$ cat src/rtl/spi_word_bridge.sv
// Clock-domain companion of an SPI slave: captures each new word into a 2-entry rx stream,
// handshakes the new-data flag clear, and refills the slave's tx word from the result stream.
// Optional overrun counter is enabled by defining SPI_WORD_BRIDGE_OVERRUN_CNT_EN.
//
// Handshakes: a beat transfers on the rising clk edge where valid & ready are both high.
// The producer holds valid (and data) until that edge, and ready never depends on a valid
// combinationally.
module spi_word_bridge #(
    parameter int                    DATA_WIDTH = 16,
    parameter logic [DATA_WIDTH-1:0] FILL_WORD  = '0,
    parameter int                    CLR_CYCLES = 2,
    parameter int                    OVF_WIDTH  = 8
) (
    input  logic                  clk,
    input  logic                  reset,
    input  logic                  synced_new_data_flag,
    input  logic [DATA_WIDTH-1:0] synced_data_received,
    output logic                  clear_new_data_flag,
    output logic [DATA_WIDTH-1:0] data_to_send,
    output logic [DATA_WIDTH-1:0] rx_data,
    output logic                  rx_valid,
    input  logic                  rx_ready,
    input  logic [DATA_WIDTH-1:0] tx_data,
    input  logic                  tx_valid,
    output logic                  tx_ready,
    output logic [OVF_WIDTH-1:0]  overrun_count,
    output logic [1:0]            state_dbg
);

    typedef enum logic [1:0] {
        ST_IDLE     = 2'd0,
        ST_CAPTURE  = 2'd1,
        ST_CLEAR    = 2'd2,
        ST_WAIT_LOW = 2'd3
    } state_t;

    localparam int CNT_W = (CLR_CYCLES > 1) ? $clog2(CLR_CYCLES) : 1;

    state_t                r_state;
    state_t                w_next_state;
    logic [CNT_W-1:0]      r_clr_cnt;
    logic                  w_clr_done;
    logic                  r_clear;
    logic [DATA_WIDTH-1:0] r_tx_word;
    logic [DATA_WIDTH-1:0] r_rx_data;
    logic                  r_rx_valid;
    logic [DATA_WIDTH-1:0] r_skid_data;
    logic                  r_skid_valid;
    logic                  w_capture;
    logic                  w_pop;
    logic                  w_full;
    logic                  w_push;

    assign w_capture  = (r_state == ST_CAPTURE);
    assign w_clr_done = (r_clr_cnt == CNT_W'(CLR_CYCLES - 1));
    assign w_pop      = r_rx_valid & rx_ready;
    assign w_full     = r_rx_valid & r_skid_valid;
    // A pop in the same cycle frees a slot, so a full buffer still accepts the push.
    assign w_push     = w_capture & (~w_full | w_pop);

    always_ff @(posedge clk or negedge reset) begin
        if (!reset) begin
            r_state <= ST_IDLE;
        end else begin
            r_state <= w_next_state;
        end
    end

    always_comb begin
        w_next_state = r_state;
        case (r_state)
            ST_IDLE:     if (synced_new_data_flag) w_next_state = ST_CAPTURE;
            ST_CAPTURE:  w_next_state = ST_CLEAR;
            ST_CLEAR:    if (w_clr_done) w_next_state = ST_WAIT_LOW;
            ST_WAIT_LOW: if (!synced_new_data_flag) w_next_state = ST_IDLE;
            default:     w_next_state = ST_IDLE;
        endcase
    end

    // The clear goes to the slave's async flag reset, so it comes straight from a flop.
    always_ff @(posedge clk or negedge reset) begin
        if (!reset) begin
            r_clr_cnt <= '0;
            r_clear   <= 1'b0;
            r_tx_word <= FILL_WORD;
        end else begin
            r_clr_cnt <= (r_state == ST_CLEAR) ? r_clr_cnt + CNT_W'(1) : '0;
            r_clear   <= (w_next_state == ST_CLEAR);
            if (w_capture) begin
                r_tx_word <= tx_valid ? tx_data : FILL_WORD;
            end
        end
    end

    always_ff @(posedge clk or negedge reset) begin
        if (!reset) begin
            r_rx_data    <= '0;
            r_rx_valid   <= 1'b0;
            r_skid_data  <= '0;
            r_skid_valid <= 1'b0;
        end else if (w_pop) begin
            if (r_skid_valid) begin
                r_rx_data <= r_skid_data;
                if (w_push) begin
                    r_skid_data <= synced_data_received;
                end else begin
                    r_skid_valid <= 1'b0;
                end
            end else if (w_push) begin
                r_rx_data <= synced_data_received;
            end else begin
                r_rx_valid <= 1'b0;
            end
        end else if (w_push) begin
            if (!r_rx_valid) begin
                r_rx_valid <= 1'b1;
                r_rx_data  <= synced_data_received;
            end else begin
                r_skid_valid <= 1'b1;
                r_skid_data  <= synced_data_received;
            end
        end
    end

`ifdef SPI_WORD_BRIDGE_OVERRUN_CNT_EN
    logic                 w_drop;
    logic [OVF_WIDTH-1:0] r_ovf_cnt;

    assign w_drop = w_capture & w_full & ~w_pop;

    always_ff @(posedge clk or negedge reset) begin
        if (!reset) begin
            r_ovf_cnt <= '0;
        end else if (w_drop && (r_ovf_cnt != '1)) begin
            r_ovf_cnt <= r_ovf_cnt + OVF_WIDTH'(1);
        end
    end

    assign overrun_count = r_ovf_cnt;
`else
    assign overrun_count = '0;
`endif

    assign clear_new_data_flag = r_clear;
    assign data_to_send        = r_tx_word;
    assign rx_data             = r_rx_data;
    assign rx_valid            = r_rx_valid;
    assign tx_ready            = w_capture;
    assign state_dbg           = r_state;

endmodule

$ cat config.mk
export PLATFORM = sky130hd
export DESIGN_NAME = spi_word_bridge
export DESIGN_NICKNAME = d
export VERILOG_FILES = /design/src/rtl/spi_word_bridge.sv
export SDC_FILE = /design/constraint.sdc
export NUM_CORES = 1
export LEC_CHECK = 0
export BUFFER_PORTS_ARGS = -buffer_cell sky130_fd_sc_hd__buf_4
export CORE_MARGIN = 2
export CORE_UTILIZATION = 45
export CTS_CLUSTER_SIZE = 16
export DETAILED_ROUTE_END_ITERATION = 12
export PLACE_DENSITY = 0.82
export RECOVER_POWER = 100
export SYNTH_ARGS = -nofsm -noshare
export SYNTH_HDL_FRONTEND = slang
export SYNTH_SLANG_ARGS = --single-unit
$ cat constraint.sdc
create_clock -name clk -period 3.11 [get_ports clk]
set_input_delay 0.622 -clock clk [delete_from_list [all_inputs] [get_ports clk]]
set_output_delay 0.622 -clock clk [all_outputs]
set_load 0.01 [all_outputs]
# Word-level counts from Yosys, hierarchy flattened

Index checks and enable logic that the tools add are counted.

Logic and storage cells: 54
Output and inout bits: 45
Memory bits (writable): 0
Bits of input ports: 37
Memories kept: 0
Latch bits: 0
ROM bits: 0
Register bits after elaboration: 54

Magnitude comparators: 0
Shift operators: 0
Div/mod/pow operators: 0
Reduce and logical (&&, ||, !) cells: 8
Bitwise logic cells: 5
Equality and inequality tests: 8
Multiplexer cells: 24
$mul: 0
Add/subtract/negate cells: 1

Operators with widths:

| kind                                                                    | count |
|---|---|
| 16-bit two-way mux                                                      | 10 |
| 1-bit two-way mux                                                       | 10 |
| 3-bit AND reduction                                                     | 3 |
| 2-bit one-hot mux with 4 select lines                                   | 1 |
| 2-bit equality test, second input constant                              | 3 |
| 2-bit two-way mux                                                       | 3 |
| 2-bit inequality test, second input constant                            | 3 |
| 2-bit nonzero test                                                      | 3 |
| 1-bit bitwise AND                                                       | 3 |
| 2-bit by 1-bit equality test with 1-bit output, second input constant   | 1 |
| 2-bit logical NOT                                                       | 1 |
| 2-bit by 1-bit inequality test with 1-bit output, second input constant | 1 |
| 2-bit AND reduction                                                     | 1 |
| 1-bit adder, second input constant                                      | 1 |
| 1-bit inverter                                                          | 1 |
| 1-bit bitwise OR                                                        | 1 |

# Depth between registers and ports, before layout

Gate-level depths: netlist of the first run.

Depth in word-level cells: 7
Mapped depth: 7

# Worst setup path before layout of the first run

No wires, ideal clock.

Kind: register -> output
From: reg r_state[1] (netlist: state_dbg[1])
To: out tx_ready
Data arrival time: 1.217 ns
Buffers on the path: 3
Setup slack: 1.271 ns
Required time: 2.488 ns
Cell stages (with the launch flop): 6
Path through: dfrtp_1 nand2b_1 buf_6 inv_2 buf_6 clkbuf_1

Word-level cells in the longest chain between the ends: 1

Ends and longest elaborated chain:

| item                                           | RTL line | source |
|---|---|---|
| start: declaration                             | 39       | `state_t r_state;` |
| start signal: assignment                       | 65       | `r_state <= w_next_state;` |
| 2-bit by 1-bit equality test with 1-bit output | 54       | `assign w_capture = (r_state == ST_CAPTURE);` |
| end: declaration                               | 25       | `output logic tx_ready,` |

Every way passes these cells.

# Worst setup path after layout of the first run

From: reg r_state[1] (netlist: state_dbg[1])
To: reg r_skid_data[9]

Word-level cells in the longest chain between the ends: 3

Ends and longest elaborated chain:

| item                                           | RTL line | source |
|---|---|---|
| 2-bit by 1-bit equality test with 1-bit output | 54       |  |
| 1-bit bitwise AND                              | 59       | `assign w_push = w_capture & (~w_full \| w_pop);` |
| 3-bit AND reduction (no source line)           | --       |  |
| end signal: assignment                         | 105      | `r_skid_data <= synced_data_received;` |
| end signal: assignment                         | 120      | `r_skid_data <= synced_data_received;` |
| end: declaration                               | 47       | `logic [DATA_WIDTH-1:0] r_skid_data;` |

Every way passes these cells.
A chain may end at the register's enable or synchronous reset.

==> impl_metrics.toml, run 1 <==
[outcome]
status = "completed"

[timing]
rsz0062_at_grt = "no"
worst_pin_slew_ps = 1283
finalCritPeriodShare = 0.7964
fmax_mhz = 403.8
clock_skew_ps = 9.858
slew_viol_final = 0
setup_viol = 0
slew_headroom = 0.1445
hold_viol_final = 0
finalCriticalPeriod_ps = 2477
fin_setup_tns_ps = 0

[floorplan]
start_util = 0.4623
die_area_um2 = 6238
pin_count = 82
die_w_um = 78.98
coreArea_um2 = 5473
die_h_um = 78.98
row_count = 27

[synth]
netlist_area_um2 = 2530
syn_inst = 227
syn_avg_cell_area_um2 = 11.15
yosysSeqAreaShare = 0.5341
yosysTopAreaCellShare = 0.5341
ys_ff_latch = 54
yosysUniqueCellTypes = 26
ys_warn_count = 0
yosys-top-cells-area = "dfrtp_1 (53%), mux2_4 (12%), mux2_2 (5.8%), nand2_1 (5.0%), nand4_1 (4.0%)"
yosys.area.top_type = "dfrtp_1"

[placed_design]
placed_area_um2 = 3054
gp_congestion = 0.7477
io_buffer_count = 73
place.detailed.hpwl_um = 3514

[pwr]
p_leak_nw = 1.462
cellPowerDensity_nw_per_um2 = 887.2
ir_drop_uv = 387.6

[clocking]
cts_tree = "built"
post_cts_buffers = 0
postCtsHoldBufs = 0
cts_max_level = 2
cts_buffers = 5
clkLatencyLatePin_ps = 300
path_clk_slew_ps = 100
cts_resized = 0
clockRootBuffer = "clkbuf_8"
cts_sinks = 54
cts_buffer_depth = 2

[flow_run]
maxCapViolCount = 0

[detailed_routing]
met2_wirelength_um = 2471
top_layer = "met4"
wl_per_cell_um = 13.74
dr_wl_met3_um = 307
routed_via_density = 4.940
wl_met1_um = 2192
wirelength_um = 5015
first_pass_iters = 4
drtAntennaViolNets = 0
vias = 1803
drtIter0Drc = 122
drcViolationCount = 0

[finish]
antenna_cells = 0
regArea_um2 = 1351
final_nets = 329
multi_input_comb_area_um2 = 910.9
nFillCells = 517
area_growth_pct = 17.11
design_area_um2 = 2963
drive_gt1_frac = 0.2184

[global_routing]
grt_pass1_wl_um = 8093
overflow = 0
grt_max_degree = 55
grt_pass1_vias = 1746
antenna_found_initial = 0
track_usage = 0.1632

[worst_setup_path]
worstPathMaxFanout = 20
worstPathArrival_ps = 2680
critical_path_class = "register to register"
cp-end-kind = "register"
start_kind = "register"
rrSetupSlack_ps = 630
cp_data_required_time_ps = 3310

[min_path]
hp-class = "register to register"
-- through the flow --
step | utilization | hold slack (ps) | setup WS, ps | power [W] | instances
floorplan | - | 326.4 | 1271 | 0.002008 | 234
detailed placement | 0.5581 | 427.5 | 894.8 | 0.002474 | 357
finish | 0.5414 | 446.5 | 633.2 | 0.002629 | 365
CTS | 0.5793 | 359.4 | 893.6 | 0.002960 | 365
global placement | 0.5581 | 416.3 | 933.8 | 0.002432 | 357
global route | 0.5414 | 470.0 | 479.3 | 0.002821 | 365
-- worst max-delay path, cell delays in order, from the launching register on --
cell	delay, ps
dfrtp_1	430
nand2b_1	160
buf_4	200
inv_1	490
and3_1	350
clkbuf_2	360
mux2_2	380
-- layer usage --
| layer | up-vias | track usage |
|---|---|---|
| met5 | - | 0 |
| met4 | 0 | 0.03621 |
| met3 | 6 | 0.03750 |
| met2 | 55 | 0.2797 |
| met1 | 864 | 0.2119 |
| li1 | 878 | - |
-- path summary, 6_finish.rpt --
kind                                   startpoint                          end  cells after the start
setup reg to reg           state_dbg[1]$_DFF_PN0_   r_skid_data[9]$_DFFE_PN0P_                      6
hold / removal                r_clr_cnt$_DFF_PN0_          r_clr_cnt$_DFF_PN0_                      1
setup / recovery           state_dbg[1]$_DFF_PN0_   r_skid_data[9]$_DFFE_PN0P_                      6
max in group asynchronous                   reset  data_to_send[1]$_DFFE_PN0N_                      1
hold reg to reg               r_clr_cnt$_DFF_PN0_          r_clr_cnt$_DFF_PN0_                      1
min in group asynchronous                   reset      rx_data[12]$_DFFE_PN0P_                      1
-- cell usage in the layout, fill, tap and decap left out, drive strengths merged, types with 2 or more instances in the layout --
cell,netlist,final
a21oi,2,2
buf,16,37
clkbuf,9,44
conb,1,8
dfrtp,54,54
inv,18,20
mux2,33,33
nand2,34,34
nand3,16,16
nand4,16,16
nor2b,2,2
o21ai,17,17
-- flip-flops by register name (all words and copies together) (netlist names) --
register             cells
rx_data                 16
data_to_send            16
r_skid_data             16
state_dbg                2
r_skid_valid             1
clear_new_data_flag      1
rx_valid                 1
r_clr_cnt                1
-- layout make-up --
type / instances / share of cell area
Clock inverter: 3 / 0.01605
Multi-Input combinational cell: 137 / 0.3074
Timing Repair Buffer: 76 / 0.1440
Tap cell: 72 / 0.03041
Clock buffer: 5 / 0.02323
Inverter: 18 / 0.02280
Sequential cell: 54 / 0.4561
-- cell families after synthesis --
kind of cell	synth area share
AO/OA/AOI/OAI	0.05490
buffers and inverters	0.09099
AND/OR/NAND/NOR	0.1385
multiplexers	0.1766
other	0.001482
XOR/XNOR	0.003463
flip-flops	0.5341
-- power breakdown --
group	internal (W)	switching [W]	leakage [nW]
Combinational	0.000431	0.000482	0.723
Sequential	0.000999	0.000240	0.680
Clock	0.000246	0.000231	0.0591
Total	0.00168	0.000953	1.46
-- cells in the mapped netlist --
master,instances
a22o_1,1
xnor2_1,1
inv_1,17
nor2_1,1
mux2_2,13
conb_1,1
and2_1,1
nand2_1,34
a21oi_1,2
buf_2,4
inv_2,1
o2bb2ai_1,1
nor2b_1,2
nor3b_1,1
buf_8,1
nand3_1,16
buf_6,3
clkbuf_1,9
dfrtp_1,54
and3_1,1
a2bb2oi_4,1
mux2_4,20
buf_4,8
o21ai_0,17
nand2b_1,1
nand4_1,16
Note: power is estimated with default switching activity, not from simulation.
==> run 2, diff against run 1 <==
Settings changed: PLACE_DENSITY 0.82 to 0.85.
Clock period 3.11 ns to 2.2 ns, I/O delays scaled along.
==> impl_metrics.toml, run 2 (same netlist as run 1, synthesis figures left out) <==
[clocking]
cts_max_level = 2
cts_resized = 0
clockRootBuffer = "clkbuf_8"
path_clk_slew_ps = 110
postCtsHoldBufs = 0
post_cts_buffers = 0
clkLatencyLatePin_ps = 320
cts_tree = "built"
cts_sinks = 54
cts_buffers = 5
cts_buffer_depth = 2

[worst_setup_path]
worstPathArrival_ps = 2150
worstPathMaxFanout = 12
reg2reg_depth = 4
cp-end-kind = "register"
critical_path_class = "register to register"
rrSetupSlack_ps = 250
worstReg2RegEnd = "r_skid_data[3]$_DFFE_PN0P_"
cp_data_required_time_ps = 2400
r2r_start = "rx_valid$_DFFE_PN0P_"
start_kind = "register"

[placed_design]
place.detailed.hpwl_um = 3726
gp_congestion = 0.7607
dp_slack_ps = 335.9
io_buffer_count = 73

[timing]
slew_viol_final = 0
clock_skew_ps = 17.85
finalCriticalPeriod_ps = 1953
worst_pin_slew_ps = 1327
fmax_mhz = 512.0
setup_viol = 0
fin_setup_tns_ps = 0
hold_viol_final = 0
finalCritPeriodShare = 0.8878
rsz0062_at_grt = "no"
slew_headroom = 0.1155
fin_ws_ps = 246.8

[detailed_routing]
drtIter0Drc = 82
dr_wl_met3_um = 312
wl_per_cell_um = 14.01
first_pass_iters = 4
top_layer = "met4"
wl_met1_um = 2349
vias = 1822
met2_wirelength_um = 2465
routed_via_density = 4.938
wirelength_um = 5168
drtAntennaViolNets = 0
drcViolationCount = 0

[outcome]
status = "completed"

[global_routing]
antenna_found_initial = 0
track_usage = 0.1731
grt_pass1_vias = 1783
overflow = 0
grt_pass1_wl_um = 8556
grt_max_degree = 55

[finish]
regArea_um2 = 1351
drive_gt1_frac = 0.2189
mostFrequentLayoutCell = "dfrtp_1"
final_nets = 333
nFillCells = 509
area_growth_pct = 17.51
multi_input_comb_area_um2 = 903.4
mostFrequentLayoutCells = "dfrtp_1 (54), buf_4 (40), clkbuf_1 (38)"
antenna_cells = 0

[floorplan]
coreArea_um2 = 5473
row_count = 27
die_h_um = 78.98
pin_count = 82
die_area_um2 = 6238
die_w_um = 78.98
start_util = 0.4623

[pwr]
ir_drop_uv = 650.5
p_leak_nw = 1.459
p_total_w = 0.003641
cellPowerDensity_nw_per_um2 = 1225

[min_path]
hp-class = "primary input to register"
hp-start = "synced_data_received[2]"
holdPathEnd = "r_skid_data[2]$_DFFE_PN0P_"
holdPathStages = 2

[flow_run]
maxCapViolCount = 0
[run 2: cell types whose count changed in the layout (fill, tap and decap cells not counted)]
cell	change
buf_4	+3
clkinvlp_4	+2
mux2_1	+2
mux2_4	-2
buf_12	+1
bufinv_16	-1
clkbuf_1	+1
clkbuf_2	-1
inv_6	-1
[run 2: area by class of cell]
type,count,area share
inverter,18,0.02273
tap,72,0.03030
clock inverter,3,0.007997
multi-input combinational,137,0.3039
clock buffer,5,0.02315
sequential,54,0.4545
timing repair buffer,80,0.1574
[run 2: worst max-delay path: stages, from the launching register on]
cell and delay, ps:
dfrtp_1 480, clkbuf_1 410, and3_1 440, buf_12 180, mux2_1 330
[run 2: through the flow]
step | util | instances | area [um2] | hold WS [ps]
final | 0.5432 | 369 | 2973 | 353.3
after global routing | 0.5432 | 369 | 2973 | 335.2
after CTS | 0.5828 | 369 | 3189 | 174.9
after detailed placement | 0.5658 | 361 | 3097 | 427.3
after global placement | 0.5658 | 361 | 3097 | 418.8
after floorplan | - | 234 | 2556 | 144.4
[run 2: power breakdown]
group | switching (W) | total, W | leakage (nW) | internal, W
combinational | 0.000771 | 0.00140 | 0.738 | 0.000625
clock | 0.000345 | 0.000573 | 0.0408 | 0.000228
sequential | 0.000258 | 0.00167 | 0.680 | 0.00141
total | 0.00137 | 0.00364 | 1.46 | 0.00227
[run 2: per-layer routing]
metal | vias to the layer above | global-route usage
met3 | 6 | 0.04545
met4 | 0 | 0.04310
li1 | 879 | -
met2 | 56 | 0.2771
met5 | - | 0
met1 | 881 | 0.2356
[run 2: worst max path at each step]
stage                                       endpoint  slack (ps)                      from
after floorplan              rx_data[10]$_DFFE_PN0P_         470    state_dbg[1]$_DFF_PN0_
after global placement        rx_data[4]$_DFFE_PN0P_         390                  rx_ready
after detailed placement      rx_data[0]$_DFFE_PN0P_         340  r_skid_valid$_DFFE_PN0P_
after CTS                                   tx_ready         300    state_dbg[1]$_DFF_PN0_
after global routing                        tx_ready         130    state_dbg[1]$_DFF_PN0_
final                     r_skid_data[3]$_DFFE_PN0P_         250      rx_valid$_DFFE_PN0P_
==> run 3, diff against run 2 <==
Settings changed: REMOVE_ABC_BUFFERS from default to 1.
==> impl_metrics.toml, run 3 (same netlist as run 1, synthesis figures left out) <==
[worst_setup_path]
worstPathMaxFanout = 17
worstPathArrival_ps = 1520
cp_data_required_time_ps = 1760
r2r_start = "rx_valid$_DFFE_PN0P_"
critical_path_class = "register to output pin"
cp-end-kind = "output pin"
rrSetupSlack_ps = 310
start_kind = "register"
worstReg2RegEnd = "r_skid_data[0]$_DFFE_PN0P_"
reg2reg_depth = 4

[detailed_routing]
routed_via_density = 4.922
drtIter0Drc = 182
wl_per_cell_um = 13.69
wirelength_um = 5064
vias = 1821
drcViolationCount = 0
first_pass_iters = 4
drtAntennaViolNets = 0

[min_path]
holdPathStages = 3
holdPathEnd = "data_to_send[5]$_DFFE_PN0N_"
hp-start = "tx_data[5]"
hp-class = "primary input to register"

[pwr]
clkPwrFrac = 0.201
sequentialPowerShare = 0.423
pwr-share-comb = 0.376
cellPowerDensity_nw_per_um2 = 1294
p_total_w = 0.003953
switchingPower_w = 0.001354
p_leak_nw = 1.507
p_int_w = 0.002599
ir_drop_uv = 501.2
swShare = 0.3426

[global_routing]
grt_pass1_wl_um = 8204
overflow = 0
track_usage = 0.1687
grt_pass1_vias = 1796
antenna_found_initial = 0
grt_max_degree = 55

[clocking]
cts_resized = 0
cts_max_level = 2
cts_buffer_depth = 2
postCtsHoldBufs = 0
cts_sinks = 54
post_cts_buffers = 0
clkLatencyLatePin_ps = 300
clockRootBuffer = "clkbuf_8"
path_clk_slew_ps = 90
cts_buffers = 5
cts_tree = "built"

[floorplan]
start_util = 0.4623
die_h_um = 78.98
row_count = 27
coreArea_um2 = 5473
die_area_um2 = 6238
pin_count = 82
die_w_um = 78.98

[finish]
final_nets = 334
mostFrequentLayoutCells = "dfrtp_1 (54), buf_4 (40), clkbuf_1 (38)"
drive_gt1_frac = 0.2315
nFillCells = 509
mostFrequentLayoutCell = "dfrtp_1"
area_growth_pct = 20.72
antenna_cells = 0

[placed_design]
dp_slack_ps = 401.3
gp_congestion = 0.7532
io_buffer_count = 73
place.detailed.hpwl_um = 3625

[outcome]
status = "completed"

[flow_run]
maxCapViolCount = 0

[timing]
worst_pin_slew_ps = 1269
clock_skew_ps = 7.618
fin_ws_ps = 240.4
setup_viol = 0
slew_viol_final = 0
hold_viol_final = 0
rsz0062_at_grt = "no"
slew_headroom = 0.1539
fin_setup_tns_ps = 0
finalCriticalPeriod_ps = 1960
finalCritPeriodShare = 0.8907
fmax_mhz = 510.3
[run 3: power by group through the flow]
stage,registers [W],logic [W],clock network (W)
final,0.00167,0.00149,0.000795
after global routing,0.00173,0.00164,0.000860
after CTS,0.00169,0.00189,0.000815
after detailed placement,0.00170,0.00189,0
after global placement,0.00169,0.00182,0
after floorplan,0.00183,0.000887,0
[run 3: routing by layer]
layer / track usage / share of wire
met4: 0.05690 / 0.011
met3: 0.03864 / 0.044
met5: 0 / 0
met2: 0.2915 / 0.52
met1: 0.2081 / 0.43
[run 3: how the worst max path moves through the flow]
stage | startpoint | endpoint | slack [ps] | cells after the start
final | state_dbg[1]$_DFF_PN0_ | tx_ready | 240 | 4
after global routing | state_dbg[1]$_DFF_PN0_ | tx_ready | 130 | 4
after CTS | state_dbg[1]$_DFF_PN0_ | tx_ready | 310 | 4
after detailed placement | r_skid_valid$_DFFE_PN0P_ | rx_data[15]$_DFFE_PN0P_ | 400 | 4
after global placement | rx_ready | r_skid_data[10]$_DFFE_PN0P_ | 450 | 5
after floorplan | state_dbg[1]$_DFF_PN0_ | r_skid_data[10]$_DFFE_PN0P_ | -160 | 4
[run 3: through the flow]
step                cell area, um2  std cells  utilization  hold WS (ps)
floorplan                     2394        209            -         144.4
global placement              3117        362       0.5695         412.5
detailed placement            3117        362       0.5695         425.4
CTS                           3259        370       0.5956         177.2
global route                  3054        370       0.5581         342.5
finish                        3054        370       0.5581         359.2
[run 3: critical path, stage by stage, from the launching register on]
cell,delay (ps)
dfrtp_1,440
nand2b_1,180
inv_1,180
buf_4,250
clkbuf_1,180
[run 3: final cells by class]
type | count | area, um2 | share of cell area
clock inverters | 2 | 60.06 | 0.01966
well taps | 72 | 90.09 | 0.02950
multi-input cells | 137 | 914.6 | 0.2995
repair buffers | 81 | 488.0 | 0.1598
clock buffers | 6 | 82.58 | 0.02704
inverters | 18 | 67.56 | 0.02212
flip-flops and latches | 54 | 1351 | 0.4424
